<file path="src/rtl/core_boot_loader.sv">
// core_boot_loader: receives a length-prefixed byte stream, writes 9-bit words to instruction memory,
// and keeps the core in reset until the whole program has been loaded.
module core_boot_loader #(
   parameter int ADDR_WIDTH = 10
) (
   input  logic                  i_clk,
   input  logic                  i_rst,
   input  logic                  i_valid,
   input  logic [7:0]            i_data,
   output logic                  o_ready,
   input  logic                  i_restart,
   output logic                  o_core_rst,
   output logic                  o_imem_we,
   output logic [ADDR_WIDTH-1:0] o_imem_addr,
   output logic [8:0]            o_imem_data,
   output logic                  o_done,
   output logic                  o_error
);
   localparam logic [2:0] LEN_LO = 3'd0, LEN_HI = 3'd1, DAT_LO = 3'd2, DAT_HI = 3'd3,
                          RUN = 3'd4, ERR = 3'd5;
   localparam logic [16:0] MAX_LEN = 17'(2 ** ADDR_WIDTH);
   logic [2:0]          state;
   logic                armed;
   logic [7:0]          len_lo, dat_lo;
   logic [ADDR_WIDTH:0] len, cnt, cnt_nx;
   logic [16:0]         len_in;
   logic                xfer;
   // armed holds o_ready low until the first clock after reset release
   assign o_ready    = armed && (state < RUN) && !o_imem_we;
   assign xfer       = i_valid && o_ready && !i_restart;
   assign cnt_nx     = cnt + 1'b1;
   assign len_in     = {1'b0, i_data, len_lo};
   assign o_core_rst = state != RUN;
   assign o_done     = state == RUN;
   assign o_error    = state == ERR;
   always_ff @(posedge i_clk or negedge i_rst) begin
      if (!i_rst) begin
         state       <= LEN_LO;
         armed       <= 1'b0;
         len_lo      <= '0;
         dat_lo      <= '0;
         len         <= '0;
         cnt         <= '0;
         o_imem_we   <= 1'b0;
         o_imem_addr <= '0;
         o_imem_data <= '0;
      end else begin
         armed     <= 1'b1;
         o_imem_we <= 1'b0;
         if (i_restart) begin
            state <= LEN_LO;
            cnt   <= '0;
         end else if (o_imem_we) begin
            // the write cycle completes the word; the counter is wide enough to reach 2**ADDR_WIDTH
            cnt   <= cnt_nx;
            state <= (cnt_nx == len) ? RUN : DAT_LO;
         end else if (xfer) begin
            case (state)
               LEN_LO: begin
                  len_lo <= i_data;
                  state  <= LEN_HI;
               end
               LEN_HI: begin
                  len   <= len_in[ADDR_WIDTH:0];
                  cnt   <= '0;
                  state <= (len_in == 17'd0 || len_in > MAX_LEN) ? ERR : DAT_LO;
               end
               DAT_LO: begin
                  dat_lo <= i_data;
                  state  <= DAT_HI;
               end
               DAT_HI: begin
                  o_imem_we   <= 1'b1;
                  o_imem_addr <= cnt[ADDR_WIDTH-1:0];
                  o_imem_data <= {i_data[0], dat_lo};
               end
               default: ;
            endcase
         end
      end
   end
endmodule
</file>
<file path="config.mk">
export PLATFORM = sky130hd
export DESIGN_NAME = core_boot_loader
export DESIGN_NICKNAME = d
export VERILOG_FILES = /design/src/rtl/core_boot_loader.sv
export SDC_FILE = /design/constraint.sdc
export NUM_CORES = 1
export LEC_CHECK = 0
export BUFFER_PORTS_ARGS = -buffer_cell sky130_fd_sc_hd__buf_2
export CELL_PAD_IN_SITES_DETAIL_PLACEMENT = 0
export CELL_PAD_IN_SITES_GLOBAL_PLACEMENT = 1
export CORE_UTILIZATION = 46
export DETAILED_ROUTE_END_ITERATION = 16
export PLACE_DENSITY_LB_ADDON = 0.2
export SYNTH_ARGS = -nofsm -noshare
export SYNTH_HDL_FRONTEND = slang
export SYNTH_SLANG_ARGS = --single-unit
</file>
<file path="constraint.sdc">
create_clock -name i_clk -period 2.55 [get_ports i_clk]
set_input_delay 0.6375 -clock i_clk [delete_from_list [all_inputs] [get_ports i_clk]]
set_output_delay 0.6375 -clock i_clk [all_outputs]
set_load 0.01 [all_outputs]
</file>
==> key figures, run 1 <==
Floorplanning
  – Ports: 36
  – Die width: ~80 um
  – Core area: 6060 sq um
  – Die footprint: 6720 sq um
  – Rows: 28
  – Initial core utilization: 0.486
  – Die Ht: 82.0 um

Timing
  – Setup TNS: 0 ns
  – RSZ-0062 raised after global routing: false
  – Fmax: 0.474 GHz
  – Hold Vio Cnt, Final: 0
  – Fin worst setup slack: 0.440 ns
  – Final worst-path cycle share: 0.827
  – Final setup fails: 0
  – Min cycle time layout: 2.11 ns
  – Clock skew: 0.00567 ns
  – Max-slew violation count: 0

Drt
  – Routed len/inst: 14.9 um
  – Via density: 5.38
  – Antenna Nets Post-Route: 0
  – DRC: 0
  – DRT Pass-1 Iters: 4
  – DRT iter0 DRCs: 80
  – Post-Route WL: roughly 5.6 mm
  – Vias: roughly 2,000

Synth
  – Sequential fraction of the synthesis area: 0.527
  – Post-synth EDFFs: 0
  – Post-synth top area cell: dfrtp_1
  – Yosys top cell area share: 0.527
  – Cell count after synthesis: about 260
  – Most frequent cell after synthesis: dfrtp_1
  – Synth warnings: 0
  – Synth Net Count: roughly 270
  – Most common library cells after synthesis: dfrtp_1 (62), nand2_1 (48), mux2_2 (36), xnor2_1 (14), nand3b_1 (13)
  – Mapped Area: 2940 sq um
  – Flops & latches, synth: 62
  – Library cells used by synthesis: 37
  – Main synth FF type: dfrtp_1
  – Avg Inst Size Synth: 11.3 sq um
  – Ranking of synthesized cells by area: dfrtp_1 (53%), mux2_2 (14%), nand2_1 (6.1%)
  – Share of flip-flops with an asynchronous set or reset: 1.00

Setup path
  – FF-to-FF End: state[1]$_DFFE_PN0P_
  – FF-to-FF setup slack: 0.53 ns
  – Crit Path Max Fanout: 7
  – Reg2reg start: cnt[0]$_DFFE_PN0P_
  – Crit path DAT: around 1.5 ns
  – CP Class: flop to primary output
  – CP required: 1.91 ns
  – Crit path largest cell delay: about 0.50 ns
  – Worst Reg2Reg Path Length in Cells: 7
  – Endpoint type of the worst setup path: primary output
  – Crit start category: flop
  – Slowest CP cell: or3b_2
  – Critical path, cell by cell: or3b_2 -> inv_1 -> buf_2

CTS
  – Reg clk slew, reported paths: 0.06 ns
  – CTS tree: done
  – Root Driver: clkbuf_8
  – Post_cts resized: 0
  – Postcts setup bufs: 0
  – Clock sinks: 62
  – Worst-Skew Late Latency: 0.34 ns
  – CTS Buffer Depth: 2
  – CTS HTree Levels: 3
  – CTS Hold Bufs: 0
  – TritonCTS Buffers: 9

Power and ir drop
  – Power Dens Cells: 663 nW/um^2
  – VDD IR-drop max: 324 uV
  – Net Sw Frac: 0.231
  – Int Pwr: 1.73 mW
  – Logic pwr share: 0.091
  – Reg power frac: 0.495
  – P_leak: 1.71 nW
  – Psw: 0.521 mW
  – Clk network pwr share: 0.414

Place
  – Hpwl dp: 3.79 mm
  – IO Port Bufs: 35
  – RD Place Congestion: 0.811
  – Pre-CTS setup slack: 0.387 ns
  – Placed Instances: 360

Run status
  – Run status: completed

Global routing
  – Largest net degree at the start of global routing: 63
  – Final global-route overflow total: 0
  – Vias in the first global route: 1,981
  – All-Layer GR Usage: 0.196
  – Initial antenna violation count: 0
  – First-pass GRT wire length: 9.54 mm

Cells and area
  – Final nets: 309
  – Antenna Diode Count: 0
  – Fraction of layout cells with a size suffix above 1: 0.312
  – Final std cells w/o fill: approximately 380
  – # fillers: 542
  – Layout area overhead: 15.6%

Flow run
  – Max Cap Viol: 0

Min path
  – Hold Path Class: input pin to async pin
==> critical path: cells and delay by family (launching register included) <==
kind | cells | cell delay, ns
DFF | 1 | 0.46
and+or+nand+nor | 1 | 0.50
buffers and inverters | 2 | 0.17
==> state kept, by name, summed over array words and instances (netlist names) <==
name         flops
o_imem_addr     10
o_imem_data      9
o_imem_we        1
len_lo           8
len             11
armed            1
cnt             11
state            3
dat_lo           8
==> layout by cell type (no fill, tap or decap), types with 2 or more instances in the layout <==
cell	instances
nor3b_4	2
xnor2_1	14
nand3_1	6
bufinv_16	2
and3_1	4
nor4_1	3
xor2_1	8
inv_1	3
clkbuf_1	2
buf_4	3
nor2_1	8
nand4_1	2
dfrtp_1	62
mux2i_1	2
buf_12	2
nor3_1	4
buf_2	35
and4_1	2
nand3b_1	13
a21oi_1	12
nand2_1	48
mux2_2	36
clkbuf_8	10
clkinv_2	2
==> power groups by stage <==
stage	Combinational, mW	Sequential (mW)	Clock [mW]
finish	0.205	1.12	0.935
global route	0.234	1.12	1.01
global placement	0.205	1.13	0
CTS	0.210	1.12	0.960
floorplan	0.149	1.11	0
detailed placement	0.209	1.13	0
==> cell families (layout without fill, tap and decap cells) <==
| logic type | count (synthesis) | after routing | synth area share |
|---|---|---|---|
| AOI/OAI and AO/OA | 20 | 20 | 0.0421 |
| adders and majority gates | 1 | 1 | 0.00425 |
| other | 1 | 1 | 0.00127 |
| muxes | 38 | 38 | 0.145 |
| xor gates and xnor gates | 23 | 23 | 0.0731 |
| and+or+nand+nor | 97 | 97 | 0.174 |
| buffers and inverters | 19 | 59 | 0.0332 |
| DFF | 62 | 62 | 0.527 |
==> area by class of cell <==
cell class,instances,area [sq um],area share
Sequential cell,62,1550,0.456
Multi-Input combinational cell,180,1290,0.380
Timing Repair Buffer,40,238,0.0699
Clock buffer,12,145,0.0426
Tap cell,75,93.8,0.0276
Clock inverter,4,70.1,0.0206
Inverter,3,11.3,0.00331
==> worst max path at each step <==
| stage | end | slack (ns) | start |
|---|---|---|---|
| floorplan | o_imem_data[8]$_DFFE_PN0P_ | 0.67 | o_imem_we$_DFF_PN0_ |
| global placement | len_lo[1]$_DFFE_PN0P_ | 0.45 | i_restart |
| detailed placement | len_lo[3]$_DFFE_PN0P_ | 0.39 | i_restart |
| CTS | o_done | 0.43 | state[0]$_DFFE_PN0P_ |
| global route | state[2]$_DFFE_PN0P_ | 0.34 | cnt[0]$_DFFE_PN0P_ |
| finish | o_done | 0.44 | state[0]$_DFFE_PN0P_ |
==> through the flow <==
step	area (sq um)	power (mW)	utilization	hold slack, ns
3_3_place_gp	3190	1.34	0.526	0.477
3_5_place_dp	3190	1.34	0.526	0.489
6_report	3400	2.25	0.562	0.298
4_1_cts	3400	2.28	0.562	0.306
2_1_floorplan	2940	1.26	-	0.342
5_1_grt	3400	2.36	0.562	0.318
==> layer usage <==
layer	vias to the layer above	track usage	part of all wire
li1	967	-	-
met4	0	0.0842	0.013
met2	36	0.288	0.45
met3	6	0.0567	0.036
met1	1014	0.267	0.51
met5	-	0	0
Power figures use the tool's default switching activity.
==> run 2, diff against run 1 <==
--- a/config.mk
+++ b/config.mk
@@ -5,10 +5,11 @@
 export SDC_FILE = /design/constraint.sdc
 export NUM_CORES = 1
 export LEC_CHECK = 0
+export ABC_AREA = 1
 export BUFFER_PORTS_ARGS = -buffer_cell sky130_fd_sc_hd__buf_2
 export CELL_PAD_IN_SITES_DETAIL_PLACEMENT = 0
 export CELL_PAD_IN_SITES_GLOBAL_PLACEMENT = 1
-export CORE_UTILIZATION = 46
+export CORE_UTILIZATION = 43
 export DETAILED_ROUTE_END_ITERATION = 16
 export PLACE_DENSITY_LB_ADDON = 0.2
 export SYNTH_ARGS = -nofsm -noshare
==> constraint.sdc (replaced) <==
create_clock -name i_clk -period 2 [get_ports i_clk]
set_input_delay 0.5 -clock i_clk [delete_from_list [all_inputs] [get_ports i_clk]]
set_output_delay 0.5 -clock i_clk [all_outputs]
set_load 0.01 [all_outputs]
==> run 2 against run 1 <==
  * Worst hold slack improved by 0.14 ns
  * Non-clock buffer count increased by 6
  * Clock skew increased by 0.0038 ns
  * Register-to-register slack got worse by 0.32 ns
  * Area after synthesis about the same
  * First-iteration DRC count increased by 45%
  * Largest power group unchanged
  * Highest routed layer unchanged
==> key figures, run 2 <==
Synth
  – Simple-gate share of the synthesized area: 0.304 (+0.130)
  – Post-synthesis compound-gate area fraction: 0.0909 (+0.0489)
  – Share of flip-flops with an asynchronous set or reset: 1.00 (unchanged)
  – Proportion of synthesized area in mux cells: 0 (-0.145)
  – Post-synthesis adder-cell area fraction: 0.00425 (about the same)
  – Ranking of synthesized cells by area: dfrtp_1 (53%), nand2_1 (17%), o21ai_1 (6.5%)
  – Synth Net Count: 384 (+40%)
  – Mapped Area: 2940 sq um (about the same)
  – Post-synth EDFFs: 0 (unchanged)
  – Most common library cells after synthesis: nand2_1 (132), dfrtp_1 (62), inv_1 (42), o21ai_1 (38), nand3_1 (26)
  – Cell count after synthesis: 371 (+42%)
  – Main synth FF type: dfrtp_1
  – Most frequent cell after synthesis: nand2_1
  – XOR/XNOR Fraction of Synth Area: 0 (-0.0731)
  – Main combinational cell family by area after synthesis: simple AND/OR/NAND/NOR gates
  – Yosys top cell area share: 0.527 (about the same)
  – Flops & latches, synth: 62 (unchanged)
  – Post-synth top area cell: dfrtp_1
  – Library cells used by synthesis: 26 (-30%)
  – Synth warnings: 0 (unchanged)
  – Avg Inst Size Synth: 7.94 sq um (-30%)
  – Sequential fraction of the synthesis area: 0.527 (about the same)

Setup path
  – Endpoint type of the worst setup path: primary output
  – CP required: 1.50 ns (-0.41 ns)
  – Crit start category: flop
  – CP Class: flop to primary output
  – Crit path DAT: 1.33 ns (-0.14 ns)
  – Crit Path Max Fanout: 5 (-2)

Floorplanning
  – Die width: 84.7 um (+3.4%)
  – Ports: 36 (unchanged)
  – Die footprint: 7180 sq um (+6.8%)
  – Rows: 29 (+3.6%)
  – Die Ht: 84.7 um (+3.4%)
  – Initial core utilization: 0.453 (-0.0323)
  – Core area: 6490 sq um (+7.2%)

Global routing
  – Vias in the first global route: 2,486 (+25%)
  – Met2 Use GR: 0.337 (+0.0486)
  – All-Layer GR Usage: 0.204 (+0.00824)
  – Initial antenna violation count: 0 (unchanged)
  – Grt met3 use: 0.0403 (-0.0164)
  – Most Crowded Layer GR: met2
  – First-pass GRT wire length: 11.3 mm (+19%)
  – Final global-route overflow total: 0 (unchanged)
  – Largest net degree at the start of global routing: 42 (-33%)
  – GRT met1 Usage: 0.250 (-0.0173)

Cells and area
  – Top Registers: cnt: 11 flops, len: 11 flops, o_imem_addr: 10 flops
  – Most common cell after layout, fill and taps aside: nand2_1
  – Util after Layout: 0.534 (-0.0271)
  – Layout area overhead: 17.9%
  – Final nets: 432 (+40%)
  – Antenna Diode Count: 0 (unchanged)
  – Most frequent cells in the layout: nand2_1 (132), dfrtp_1 (60), inv_1 (42)
  – Fraction of layout cells with a size suffix above 1: 0.182 (-0.131)
  – Final instance area: 3470 sq um (+2.0%)

Timing
  – RSZ-0062 raised after global routing: false
  – Fmax: 0.548 GHz
  – Worst-Margin Slew: about 0.59 ns
  – Final setup fails: 0 (unchanged)
  – Setup TNS: 0 ns (unchanged)
  – Hold Vio Cnt, Final: 0 (unchanged)
  – Slew margin rel.: 0.604
  – Max-slew violation count: 0 (unchanged)
  – Final worst-path cycle share: 0.913
  – Clock skew: 0.00942 ns (+0.00375 ns)
  – Min cycle time layout: roughly 1.8 ns
  – Fin worst setup slack: 0.174 ns (-0.266 ns)

CTS
  – CTS Buffer Depth: 2 (unchanged)
  – Clock sinks: 62 (unchanged)
  – Worst-Skew Late Latency: 0.34 ns (about the same)
  – CTS HTree Levels: 3 (unchanged)
  – TritonCTS Buffers: 9 (unchanged)
  – Root Driver: clkbuf_8
  – Reg clk slew, reported paths: 0.07 ns (about the same)
  – CTS tree: done

Drt
  – Vias: 2,523 (+25%)
  – DRC: 0 (unchanged)
  – DRT Pass-1 Iters: 6 (+2)
  – Antenna Nets Post-Route: 0 (unchanged)
  – Via density: 5.04 (-6.4%)
  – Post-Route WL: 6.45 mm (+15%)
  – Routed len/inst: 12.9 um (-13%)
  – DRT iter0 DRCs: 116 (+45%)

Min path
  – Hold Path Class: input pin to flop

Place
  – Pre-CTS setup slack: 0.110 ns (-0.276 ns)
  – Placed cell areas: 3240 sq um (+1.8%)
  – IO Port Bufs: 35 (unchanged)
  – Hpwl dp: 4.73 mm (+25%)
  – RD Place Congestion: 0.809 (-0.25%)

Run status
  – Run status: completed

Power and ir drop
  – VDD IR-drop max: 385 uV (+19%)
  – Power Dens Cells: 810 nW/um^2 (+22%)
  – P_leak: 1.76 nW (+3.1%)

Flow run
  – Max Cap Viol: 0 (unchanged)
run 2: changes by cell type after synthesis, moves of 4 or more:
cell,before,now
a21oi_1,12,0
and3_1,4,0
inv_1,3,42
mux2_2,36,0
nand2_1,48,132
nand3_1,6,26
nand3b_1,13,4
nor2_1,8,15
o21ai_1,0,38
o22ai_1,0,8
xnor2_1,14,0
xor2_1,8,0
run 2: critical path, stage by stage, from the launching register on:
cell and delay [ns]:
dfrtp_1 0.48, inv_1 0.11, nor3_1 0.21, inv_1 0.06
buf_2 0.14
run 2: metrics by stage:
| step | power, mW | hold WS (ns) | instances |
|---|---|---|---|
| after floorplan | 1.69 | 0.204 | 371 |
| after global routing | 2.97 | 0.435 | 501 |
| after detailed placement | 1.81 | 0.360 | 482 |
| final | 2.81 | 0.437 | 501 |
| after CTS | 2.84 | 0.424 | 499 |
| after global placement | 1.80 | 0.363 | 482 |
run 2: final timing paths:
path                                             from  slack [ns]  cells past startpoint                         end
setup / recovery                 state[2]$_DFFE_PN0P_        0.17                      4                  o_core_rst
hold reg to reg            o_imem_data[5]$_DFFE_PN0P_        0.47                      2  o_imem_data[5]$_DFFE_PN0P_
hold / removal                              i_data[4]        0.44                      3       dat_lo[4]$_DFFE_PN0P_
setup reg to reg                   cnt[0]$_DFFE_PN0P_        0.21                     15        state[1]$_DFFE_PN0P_
max in group asynchronous                       i_rst        0.98                      3  o_imem_addr[6]$_DFFE_PN0P_
min in group asynchronous                       i_rst        0.54                      2  o_imem_addr[0]$_DFFE_PN0P_
run 2: layer usage:
metal,vias to the layer above,share of wire
li1,1284,-
met1,1175,0.46
met2,43,0.47
met3,21,0.032
met4,0,0.032
met5,-,0
run 2: where the power goes:
group	switching (mW)	internal, mW
sequential	0.0827	1.37
combinational	0.195	0.140
clock	0.480	0.548
total	0.758	2.05
run 2: cell families after synthesis:
group	Yosys count
AOI/OAI and AO/OA	51
other	1
buffers and inverters	54
adders and majority gates	1
and+or+nand+nor	202
DFF	62
run 2: timing repair:
action	in CTS	in global routing
gates resized for setup	0	4
endpoints found under the setup margin	0	2
buffers inserted	0	2
hold endpoints to repair	6	0
hold buffers	1	0
run 2: area by class of cell:
class	instances	area, sq um
Multi-Input combinational cell	255	1190
Sequential cell	62	1550
Clock buffer	13	169
Timing Repair Buffer	46	273
Fill cell	680	3020
Tap cell	77	96.3
Clock inverter	3	17.5
Inverter	45	169
==> run 3, diff against run 2 <==
--- a/config.mk
+++ b/config.mk
@@ -9,6 +9,7 @@
 export BUFFER_PORTS_ARGS = -buffer_cell sky130_fd_sc_hd__buf_2
 export CELL_PAD_IN_SITES_DETAIL_PLACEMENT = 0
 export CELL_PAD_IN_SITES_GLOBAL_PLACEMENT = 1
+export CORE_ASPECT_RATIO = 1.4
 export CORE_UTILIZATION = 43
 export DETAILED_ROUTE_END_ITERATION = 16
 export PLACE_DENSITY_LB_ADDON = 0.2
==> run 3 against run 2 <==
  * Total power is 2.5% lower
  * Non-clock buffer count down 1
  * Global-route usage grew 0.58 points
  * Register-to-register slack better by 0.07 ns
  * Clock skew decreased by 0.0028 ns
  * Die area about the same
  * First-iteration DRC count grew 37%
  * Sequential cell count unchanged
  * Worst hold slack got worse by 0.29 ns
==> key figures, run 3 (same netlist as run 2, synthesis figures left out) <==
Timing
  – RSZ-0062 raised after global routing: false
  – Slew margin rel.: 0.647 (+0.0436)
  – Max-slew violation count: 0 (unchanged)
  – Min cycle time layout: 1.79 ns (-0.0387 ns)
  – Fmax: 0.560 GHz (+2.2%)
  – Setup TNS: 0 ns (unchanged)
  – Hold Vio Cnt, Final: 0 (unchanged)
  – Final worst-path cycle share: 0.893 (-0.0194)
  – Worst-Margin Slew: 0.528 ns (-0.0612 ns)
  – Final setup fails: 0 (unchanged)
  – Clock skew: 0.00659 ns (-0.00283 ns)

CTS
  – Root Driver: clkbuf_8
  – TritonCTS Buffers: 9 (unchanged)
  – Worst-Skew Late Latency: 0.34 ns (about the same)
  – CTS Buffer Depth: 2 (unchanged)
  – CTS tree: done
  – CTS HTree Levels: 3 (unchanged)
  – CTS Hold Bufs: 0 (-1)
  – Clock sinks: 62 (unchanged)
  – Reg clk slew, reported paths: 0.07 ns (about the same)

Floorplanning
  – Initial core utilization: 0.445 (-0.00806)
  – Core area: 6610 sq um (+1.8%)
  – Die width: 71.9 um (-15%)
  – Die Ht: 99.9 um (+18%)
  – Rows: 35 (+21%)
  – Ports: 36 (unchanged)
  – Die footprint: 7190 sq um (about the same)

Global routing
  – Largest net degree at the start of global routing: 63 (+50%)
  – Initial antenna violation count: 0 (unchanged)
  – Final global-route overflow total: 0 (unchanged)
  – All-Layer GR Usage: 0.210 (+0.00579)
  – Vias in the first global route: 2,443 (-1.7%)
  – First-pass GRT wire length: 11.4 mm (+0.66%)

Power and ir drop
  – P_leak: 1.76 nW (about the same)
  – VDD IR-drop max: 475 uV (+23%)
  – Power Total: 2.74 mW (-2.5%)
  – Power Dens Cells: 791 nW/um^2 (-2.3%)

Setup path
  – CP Class: flop to primary output
  – FF-to-FF setup slack: 0.28 ns (+0.07 ns)
  – Slowest CP cell: dfrtp_1
  – Crit start category: flop
  – CP most frequent cell: inv_1
  – Endpoint type of the worst setup path: primary output
  – Worst Reg2Reg Path Length in Cells: 8 (-7)
  – CP top delay family: flip-flops
  – Crit path DAT: 1.29 ns (-0.04 ns)
  – Crit path largest cell delay: 0.47 ns (about the same)
  – Crit Path Max Fanout: 5 (unchanged)
  – Buf/Inv on CP: 3 (unchanged)
  – Reg2reg start: o_imem_we$_DFF_PN0_
  – Critical path, cell by cell: inv_1 -> nor3_1 -> inv_1 -> buf_2
  – FF-to-FF End: cnt[5]$_DFFE_PN0P_
  – CP required: 1.50 ns (about the same)

Drt
  – Vias: 2,442 (-3.2%)
  – DRT Pass-1 Iters: 5 (-1)
  – DRC: 0 (unchanged)
  – Routed len/inst: 12.7 um (-1.2%)
  – Post-Route WL: 6.55 mm (+1.5%)
  – Antenna Nets Post-Route: 0 (unchanged)
  – DRT iter0 DRCs: 159 (+37%)
  – Via density: 4.74 (-5.8%)

Cells and area
  – Antenna Diode Count: 0 (unchanged)
  – Multi-input combinational cell area: 1200 sq um (+0.42%)
  – # fillers: 653 (-4.0%)
  – Reg area: 1550 sq um (about the same)
  – Final std cells w/o fill: 515 (+2.8%)
  – Most frequent cells in the layout: nand2_1 (132), dfrtp_1 (61), inv_1 (42)
  – Layout area overhead: 17.6%
  – Most common cell after layout, fill and taps aside: nand2_1
  – Top Registers: cnt: 11 flops, len: 11 flops, o_imem_addr: 10 flops
  – Fraction of layout cells with a size suffix above 1: 0.180 (-0.00193)
  – Final nets: 431 (-0.23%)

Place
  – RD Place Congestion: 0.821 (+1.5%)
  – IO Port Bufs: 35 (unchanged)
  – Placed Instances: 497 (+3.1%)
  – Hpwl dp: 4.68 mm (-1.2%)

Min path
  – Hold Path Class: input pin to async pin

Run status
  – Run status: completed

Flow run
  – Max Cap Viol: 0 (unchanged)
## run 3: cell types whose count changed in the layout (fill, tap and decap cells not counted), sizes merged
cell,before,now
clkbuf,13,10
dlygate4sd3,1,0
clkinv,3,5
clkinvlp,1,2
## run 3: report_power, final
part	switching [mW]	internal, mW	total, mW
logic	0.196	0.139	0.335
registers	0.0844	1.37	1.45
clock network	0.511	0.445	0.956
total	0.791	1.95	2.74
## run 3: through the flow
step	utilization	setup WS [ns]	instance area, sq um	hold slack, ns
final	0.524	0.213	3460	0.147
after global routing	0.524	0.0153	3460	0.166
after CTS	0.519	0.150	3430	0.172
after detailed placement	0.493	0.161	3260	0.457
after global placement	0.493	0.218	3260	0.453
after floorplan	-	0.372	2940	0.204
## run 3: layer usage
layer  GRT usage  vias up  wire length, um
li1            -     1283                -
met1       0.242     1113             2880
met2       0.371       38             3380
met3      0.0382        8              201
met4       0.101        0               98
met5           0        -                0
## run 3: layout make-up
| type | instances | area share |
|---|---|---|
| flip-flops and latches | 62 | 0.448 |
| multi-input cells | 255 | 0.346 |
| repair buffers | 45 | 0.0759 |
| inverters | 45 | 0.0488 |
| clock buffers | 10 | 0.0368 |
| well taps | 92 | 0.0332 |
| clock inverters | 6 | 0.0112 |
## run 3: how the worst max path moves through the flow
stage | startpoint | endpoint | cells after the start
after floorplan | cnt[0]$_DFFE_PN0P_ | state[1]$_DFFE_PN0P_ | 15
after global placement | cnt[0]$_DFFE_PN0P_ | state[1]$_DFFE_PN0P_ | 15
after detailed placement | cnt[1]$_DFFE_PN0P_ | state[1]$_DFFE_PN0P_ | 14
after CTS | cnt[1]$_DFFE_PN0P_ | state[1]$_DFFE_PN0P_ | 14
after global routing | cnt[1]$_DFFE_PN0P_ | state[1]$_DFFE_PN0P_ | 15
final | state[2]$_DFFE_PN0P_ | o_core_rst | 4
## run 3: timing repair
action,4_1_cts,5_1_grt
resized for setup,0,4
endpoints found under the setup margin,0,2
setup buffers,0,2
